$ cat src/rtl/video_timing_gen.sv
// video_timing_gen: pixel-rate raster timing (DE, syncs, {C1,C0}, coordinates, strobes) ahead of the TMDS encoders.
// Latency: every output is the registered decode of the counter position one clock earlier.
// Backpressure: none; enable=0 freezes the raster and gates DE/strobes. Colour bars: VIDEO_TIMING_GEN_PATTERN_EN.
module video_timing_gen #(
   parameter int H_ACTIVE   = 640,
   parameter int H_FP       = 16,
   parameter int H_SYNC     = 96,
   parameter int H_BP       = 48,
   parameter int V_ACTIVE   = 480,
   parameter int V_FP       = 10,
   parameter int V_SYNC     = 2,
   parameter int V_BP       = 33,
   parameter bit H_SYNC_POL = 1'b0,
   parameter bit V_SYNC_POL = 1'b0
) (
   input  logic        clk,
   input  logic        rst_n,
   input  logic        enable,
   output logic        de,
   output logic        hsync,
   output logic        vsync,
   output logic [1:0]  ctrl,
   output logic [11:0] x,
   output logic [11:0] y,
   output logic        line_start,
   output logic        frame_start
`ifdef VIDEO_TIMING_GEN_PATTERN_EN
   ,
   output logic [23:0] rgb
`endif
);

   localparam int H_TOTAL = H_ACTIVE + H_FP + H_SYNC + H_BP;
   localparam int V_TOTAL = V_ACTIVE + V_FP + V_SYNC + V_BP;

   generate
      if (H_TOTAL > 4096 || V_TOTAL > 4096) begin : g_size_chk
         $error("video_timing_gen: H_TOTAL/V_TOTAL exceed the 12-bit counters");
      end
   endgenerate

   // 13-bit bounds so a sync region ending exactly at 4096 still compares correctly.
   localparam logic [12:0] H_ACT_END = 13'(H_ACTIVE);
   localparam logic [12:0] HS_START  = 13'(H_ACTIVE + H_FP);
   localparam logic [12:0] HS_END    = 13'(H_ACTIVE + H_FP + H_SYNC);
   localparam logic [12:0] V_ACT_END = 13'(V_ACTIVE);
   localparam logic [12:0] VS_START  = 13'(V_ACTIVE + V_FP);
   localparam logic [12:0] VS_END    = 13'(V_ACTIVE + V_FP + V_SYNC);
   localparam logic [11:0] H_LAST    = 12'(H_TOTAL - 1);
   localparam logic [11:0] V_LAST    = 12'(V_TOTAL - 1);

   logic [11:0] h_q, h_d, v_q, v_d;
   logic [11:0] x_q, x_d, y_q, y_d;
   logic        de_q, de_d, hsync_q, hsync_d, vsync_q, vsync_d;
   logic        ls_q, ls_d, fs_q, fs_d;
   logic [12:0] h_ext, v_ext;

   assign h_ext = {1'b0, h_q};
   assign v_ext = {1'b0, v_q};

   always_comb begin
      h_d     = h_q;
      v_d     = v_q;
      x_d     = x_q;
      y_d     = y_q;
      hsync_d = hsync_q;
      vsync_d = vsync_q;
      de_d    = 1'b0;
      ls_d    = 1'b0;
      fs_d    = 1'b0;
      if (enable) begin
         de_d    = (h_ext < H_ACT_END) && (v_ext < V_ACT_END);
         hsync_d = (h_ext >= HS_START && h_ext < HS_END) ? H_SYNC_POL : ~H_SYNC_POL;
         vsync_d = (v_ext >= VS_START && v_ext < VS_END) ? V_SYNC_POL : ~V_SYNC_POL;
         x_d     = h_q;
         y_d     = v_q;
         ls_d    = (h_q == '0);
         fs_d    = (h_q == '0) && (v_q == '0);
         if (h_q == H_LAST) begin
            h_d = '0;
            v_d = (v_q == V_LAST) ? '0 : v_q + 12'd1;
         end else begin
            h_d = h_q + 12'd1;
         end
      end
   end

   always_ff @(posedge clk or negedge rst_n) begin
      if (!rst_n) begin
         h_q     <= '0;
         v_q     <= '0;
         x_q     <= '0;
         y_q     <= '0;
         de_q    <= 1'b0;
         ls_q    <= 1'b0;
         fs_q    <= 1'b0;
         hsync_q <= ~H_SYNC_POL;
         vsync_q <= ~V_SYNC_POL;
      end else begin
         h_q     <= h_d;
         v_q     <= v_d;
         x_q     <= x_d;
         y_q     <= y_d;
         de_q    <= de_d;
         ls_q    <= ls_d;
         fs_q    <= fs_d;
         hsync_q <= hsync_d;
         vsync_q <= vsync_d;
      end
   end

   assign de          = de_q;
   assign hsync       = hsync_q;
   assign vsync       = vsync_q;
   assign ctrl        = {vsync_q, hsync_q};
   assign x           = x_q;
   assign y           = y_q;
   assign line_start  = ls_q;
   assign frame_start = fs_q;

`ifdef VIDEO_TIMING_GEN_PATTERN_EN
   localparam int BAR_W = H_ACTIVE / 8;

   generate
      if (BAR_W < 1) begin : g_bar_chk
         $error("video_timing_gen: H_ACTIVE too small for 8 colour bars");
      end
   endgenerate

   logic [23:0] rgb_q, rgb_d;
   logic [11:0] bar;

   // Bar colour follows de_d so the pattern lands on the same edge as DE.
   always_comb begin
      rgb_d = '0;
      bar   = h_q / 12'(BAR_W);
      if (de_d) begin
         case (bar)
            12'd0:   rgb_d = 24'hFFFFFF;
            12'd1:   rgb_d = 24'hFFFF00;
            12'd2:   rgb_d = 24'h00FFFF;
            12'd3:   rgb_d = 24'h00FF00;
            12'd4:   rgb_d = 24'hFF00FF;
            12'd5:   rgb_d = 24'hFF0000;
            12'd6:   rgb_d = 24'h0000FF;
            default: rgb_d = 24'h000000;
         endcase
      end
   end

   always_ff @(posedge clk or negedge rst_n) begin
      if (!rst_n) rgb_q <= '0;
      else        rgb_q <= rgb_d;
   end

   assign rgb = rgb_q;
`endif

endmodule
$ cat config.mk
export PLATFORM = sky130hd
export DESIGN_NAME = video_timing_gen
export DESIGN_NICKNAME = d
export VERILOG_FILES = /design/src/rtl/video_timing_gen.sv
export SDC_FILE = /design/constraint.sdc
export NUM_CORES = 1
export LEC_CHECK = 0
export ABC_AREA = 1
export BUFFER_PORTS_ARGS = -buffer_cell sky130_fd_sc_hd__buf_2
export CAP_MARGIN = 15
export CORE_MARGIN = 1.5
export CORE_UTILIZATION = 50
export DETAILED_ROUTE_END_ITERATION = 10
export PLACE_DENSITY = 0.77
export SYNTH_ARGS = -nofsm -noshare
export SYNTH_HDL_FRONTEND = slang
export SYNTH_SLANG_ARGS = --single-unit
$ cat constraint.sdc
create_clock -name clk -period 3.62 [get_ports clk]
set_input_delay 0.362 -clock clk [delete_from_list [all_inputs] [get_ports clk]]
set_output_delay 0.362 -clock clk [all_outputs]
set_load 0.02 [all_outputs]
* Word level (Yosys, flattened, before mapping)
Cells that the tools add are included.
** Word-level totals
- Output and inout port bits :: 31
- Flip-flop bits (word level) :: 53
** Operators by class
- Muxes and demuxes :: 7
- Add/subtract/negate cells :: 2
- Order comparisons :: 6
- Reduce and logical (&&, ||, !) cells :: 7
- Equal/unequal tests :: 2
** Operators by type and width (count)
- adder 12 x 1 -> 12 bit (second input constant) :: 2
- == test 12 x 10 -> 1 bit (second input constant) :: 2
- logical NOT 12 bit :: 2
- less-than comparator 12 x 10 -> 1 bit (second input constant) :: 2
- less-than comparator 12 x 9 -> 1 bit (second input constant) :: 2
- two-way mux 12 bit :: 2
- greater-or-equal comparator 12 x 10 -> 1 bit (second input constant) :: 1
- greater-or-equal comparator 12 x 9 -> 1 bit (second input constant) :: 1
- two-way mux 1 bit :: 5
- logical AND 1 bit :: 4
- AND reduction 2 bit :: 1

* Logic depth before layout (Yosys ltp)
- Word-level depth :: 3
- Depth in mapped cells :: 9

* Least setup slack after synthesis
OpenSTA, ideal clock, no wires.
- Kind :: register -> register
- From :: register h_q[0]
- To :: register v_q[6]
- Data required time :: 3497 ps
- Setup slack :: 2288 ps
- Arrival time :: 1209 ps
- Library setup time :: 123 ps
- Stages on the path, launching flop included :: 8
- Period minus slack after synthesis :: 1332 ps
- Cell sequence :: dfrtp_1 -> ha_1 -> nand2_1 -> nor2_4 -> nand4_4 -> buf_6 -> nand2_1 -> o21ai_1
** Between the ends
- Cells in the longest elaborated chain, start to end :: 2
** Ends and longest elaborated chain
- start, declared :: RTL line 52 : logic [11:0] h_q, h_d, v_q, v_d;
- start signal, assigned :: RTL line 90 : h_q <= '0;
- start signal, assigned :: RTL line 100 : h_q <= h_d;
- == test 12 x 10 -> 1 bit :: RTL line 79 : if (h_q == H_LAST) begin
- AND reduction 2 bit (no source line)
- end signal, assigned :: RTL line 101 : v_q <= v_d;
- end, declared :: RTL line 52
No other way between the ends.
A chain may end at the register's enable or synchronous reset.

* Final worst setup path
- From :: register h_q[0]
- To :: register h_q[7]
** Between the ends
- Cells in the longest elaborated chain, start to end :: 2
- Elaborated cells between the ends (all ways) :: 3
** Ends and longest elaborated chain (RTL line)
- adder 12 x 1 -> 12 bit or == test 12 x 10 -> 1 bit (tied branches) :: 83, 79
- two-way mux 12 bit (*) :: 79
Mark *: on every way between the ends. The rest lies on a longest branch, timed or not.

==> flow_metrics.env <==
export IMPL_grt_pass1_wl_mm=8.83
export IMPL_p_sw_frac=0.340
export IMPL_cpMaxStageDelayCell="dfrtp_1"
export IMPL_cts_max_level=2
export IMPL_finalHoldViolations=0
export IMPL_drc=0
export IMPL_root_buffer="clkbuf_8"
export IMPL_fp_dieW_um=75.7
export IMPL_layout_drive_gt1_share=0.196
export IMPL_syn_area_per_cell_um2=8.42
export IMPL_final_cell_mix="nand2_1, dfrtp_1, buf_2"
export IMPL_rsz0062_at_grt="no"
export IMPL_grt_pass1_vias=1880
export IMPL_cts_clk_slew_worst_paths_ps=90
export IMPL_synth_edf_count=0
export IMPL_fin_crit_ps=1570
export IMPL_finalHoldWorstSlack_ps=150
export IMPL_crit_chain="ha_1 > nand2_1 > nor2_4 > nand4_1 > nor3b_1"
export IMPL_yosys_warnings=0
export IMPL_synthCells=314
export IMPL_row_count=26
export IMPL_cts_buffers_inserted=5
export IMPL_outcome="finished, final reports clean"
export IMPL_cp_start_kind="flip-flop"
export IMPL_hp_class="in -> async"
export IMPL_fin_crit_sh=0.433
export IMPL_portBuffers=33
export IMPL_reg2reg_depth=5
export IMPL_core_um2=5110
export IMPL_overflow=0
export IMPL_ioPinCount=34
export IMPL_multi_input_area_um2=1100
export IMPL_synth_cell_type_count=29
export IMPL_cts_resized=0
export IMPL_ant_nets=0
export IMPL_pre_cts_slack_ps=1970
export IMPL_num_vias=2141
export IMPL_arrival_ps=1760
export IMPL_dr_pass1_iters=5
export IMPL_power_density_nw_per_um2=506
export IMPL_stdcell_count=411
export IMPL_ys_flop_type="dfrtp_1"
export IMPL_crit_family="simple AND/OR/NAND/NOR gates"
export IMPL_fin_ws_ps=2050
export IMPL_grt_usage=0.206
export IMPL_setup_viol=0
export IMPL_sequentialPowerShare=0.513
export IMPL_register_area_um2=1330
export IMPL_ys_ff_latch=53
export IMPL_hpwl_mm=3.84
export IMPL_pwr_share_comb=0.221
export IMPL_avgRoutedWirePerCell_um=13.1
export IMPL_fillers=471
export IMPL_hold_buffers=0
export IMPL_power_internal_uw=974
export IMPL_slew_headroom=0.541
export IMPL_dieArea_um2=5730
export IMPL_cts_setup_buffers=0
export IMPL_crit_buf_inv=0
export IMPL_layout_commonest_cell="nand2_1"
export IMPL_dpl_cell_count=404
export IMPL_clkSinkCount=53
export IMPL_crit_type="reg -> reg"
export IMPL_peakVddDrop_mv=0.211
export IMPL_switchingPower_uw=502
export IMPL_ctsLongestPathBuffers=2
export IMPL_synth_area_um2=2640
export IMPL_antenna_cells=0
export IMPL_vias_per_cell=5.21
export IMPL_grt_max_degree=54
export IMPL_crit_fanout=6
export IMPL_required_ps=3820
export IMPL_die_h_um=75.7
export IMPL_place_congestion=0.932
export IMPL_initial_core_util=0.518
export IMPL_dr_first_iter_drc_count=167
export IMPL_routed_wl_mm=5.37
export IMPL_synth_fp_nets=321
export IMPL_cts_tree="built"
export IMPL_max_freq_mhz=639
export IMPL_max_stage_delay_ps=380
export IMPL_area_growth_pct=10.4
export IMPL_antenna_found_initial=0
export IMPL_worstSetupEndpointType="flip-flop"
export IMPL_fin_nets=348
export IMPL_worstMarginPinSlew_ps=687
export IMPL_yosysSeqAreaShare=0.503
export IMPL_maxSlewViolCount=0
export IMPL_clk_latency_ps=310
export IMPL_p_leak_nw=1.46
export IMPL_setup_tns_final_ps=0
export IMPL_drv_cap=0
export IMPL_power_frac_clock=0.266
export IMPL_async_flop_share=1.00
export IMPL_cp_depth=5
export IMPL_skew_ps=4.92
per-stage QoR:
step                utilization  power, mW  cell area, µm²
floorplan                     -      0.994            2640
global placement          0.551       1.08            2820
detailed placement        0.551       1.09            2820
CTS                       0.572       1.48            2920
global route              0.572       1.56            2920
finish                    0.572       1.48            2920
synthesized netlist by cell type, types with 2 or more instances:
master / n / share of area
nor2_4: 5 / 0.021
nand3_2: 2 / 0.0076
o21ai_0: 28 / 0.053
inv_1: 29 / 0.041
ha_1: 4 / 0.019
o21ai_1: 5 / 0.0095
nand4_1: 2 / 0.0047
buf_2: 5 / 0.0095
a21oi_1: 4 / 0.0076
nor3_1: 8 / 0.015
nand2_2: 5 / 0.012
o21ai_2: 3 / 0.0099
nor2_1: 23 / 0.033
nor4_1: 3 / 0.0071
buf_4: 4 / 0.011
nand3_1: 26 / 0.049
nor2_2: 3 / 0.0071
nand2_1: 80 / 0.11
buf_6: 2 / 0.0085
dfstp_2: 2 / 0.020
inv_2: 4 / 0.0057
dfrtp_1: 51 / 0.48
xor2_1: 8 / 0.027
clkbuf_1: 3 / 0.0043
area by class of cell:
class                      instances  area share
sequential                        53       0.455
multi-input combinational        214       0.378
timing repair buffer              34      0.0592
inverter                          33      0.0424
tap                               70      0.0300
clock buffer                       5      0.0236
clock inverter                     2      0.0120
sequential cells by signal, summed over array words and instances (netlist names):
| register | count |
|---|---|
| h_q | 12 |
| v_q | 12 |
| x | 12 |
| y | 12 |
| de | 1 |
| frame_start | 1 |
| hsync | 1 |
| line_start | 1 |
| vsync | 1 |
routing by layer:
metal / global-route usage / share of wire
met5: 0 / 0
met4: 0.0774 / 0.011
met1: 0.307 / 0.50
met2: 0.303 / 0.44
met3: 0.0304 / 0.050
worst paths after layout:
path	from	end	slack, ps
max	h_q[0]$_DFFE_PN0P_	h_q[7]$_DFFE_PN0P_	2050
min	rst_n	x[10]$_DFFE_PN0P_	150
max reg2reg	h_q[0]$_DFFE_PN0P_	h_q[7]$_DFFE_PN0P_	2050
min reg2reg	x[3]$_DFFE_PN0P_	x[3]$_DFFE_PN0P_	470
max in group asynchronous	rst_n	h_q[5]$_DFFE_PN0P_	3010
min in group clk	enable	x[11]$_DFFE_PN0P_	450
logic make-up (layout without fill, tap and decap cells):
kind of cell / Yosys count / in the layout / synth area share
AOI/OAI and AO/OA: 41 / 41 / 0.0828
xor gates and xnor gates: 9 / 9 / 0.0298
adders and majority gates: 4 / 4 / 0.0189
buffers and inverters: 47 / 74 / 0.0804
DFF: 53 / 53 / 0.503
and+or+nand+nor: 160 / 160 / 0.285
power by group through the flow:
stage	sequential [mW]	clock [mW]	combinational (mW)
4_1_cts	0.754	0.398	0.328
6_report	0.757	0.393	0.327
3_3_place_gp	0.763	0	0.319
2_1_floorplan	0.789	0	0.205
5_1_grt	0.772	0.421	0.367
3_5_place_dp	0.766	0	0.327
No activity file was read; power rests on OpenSTA's default activity.
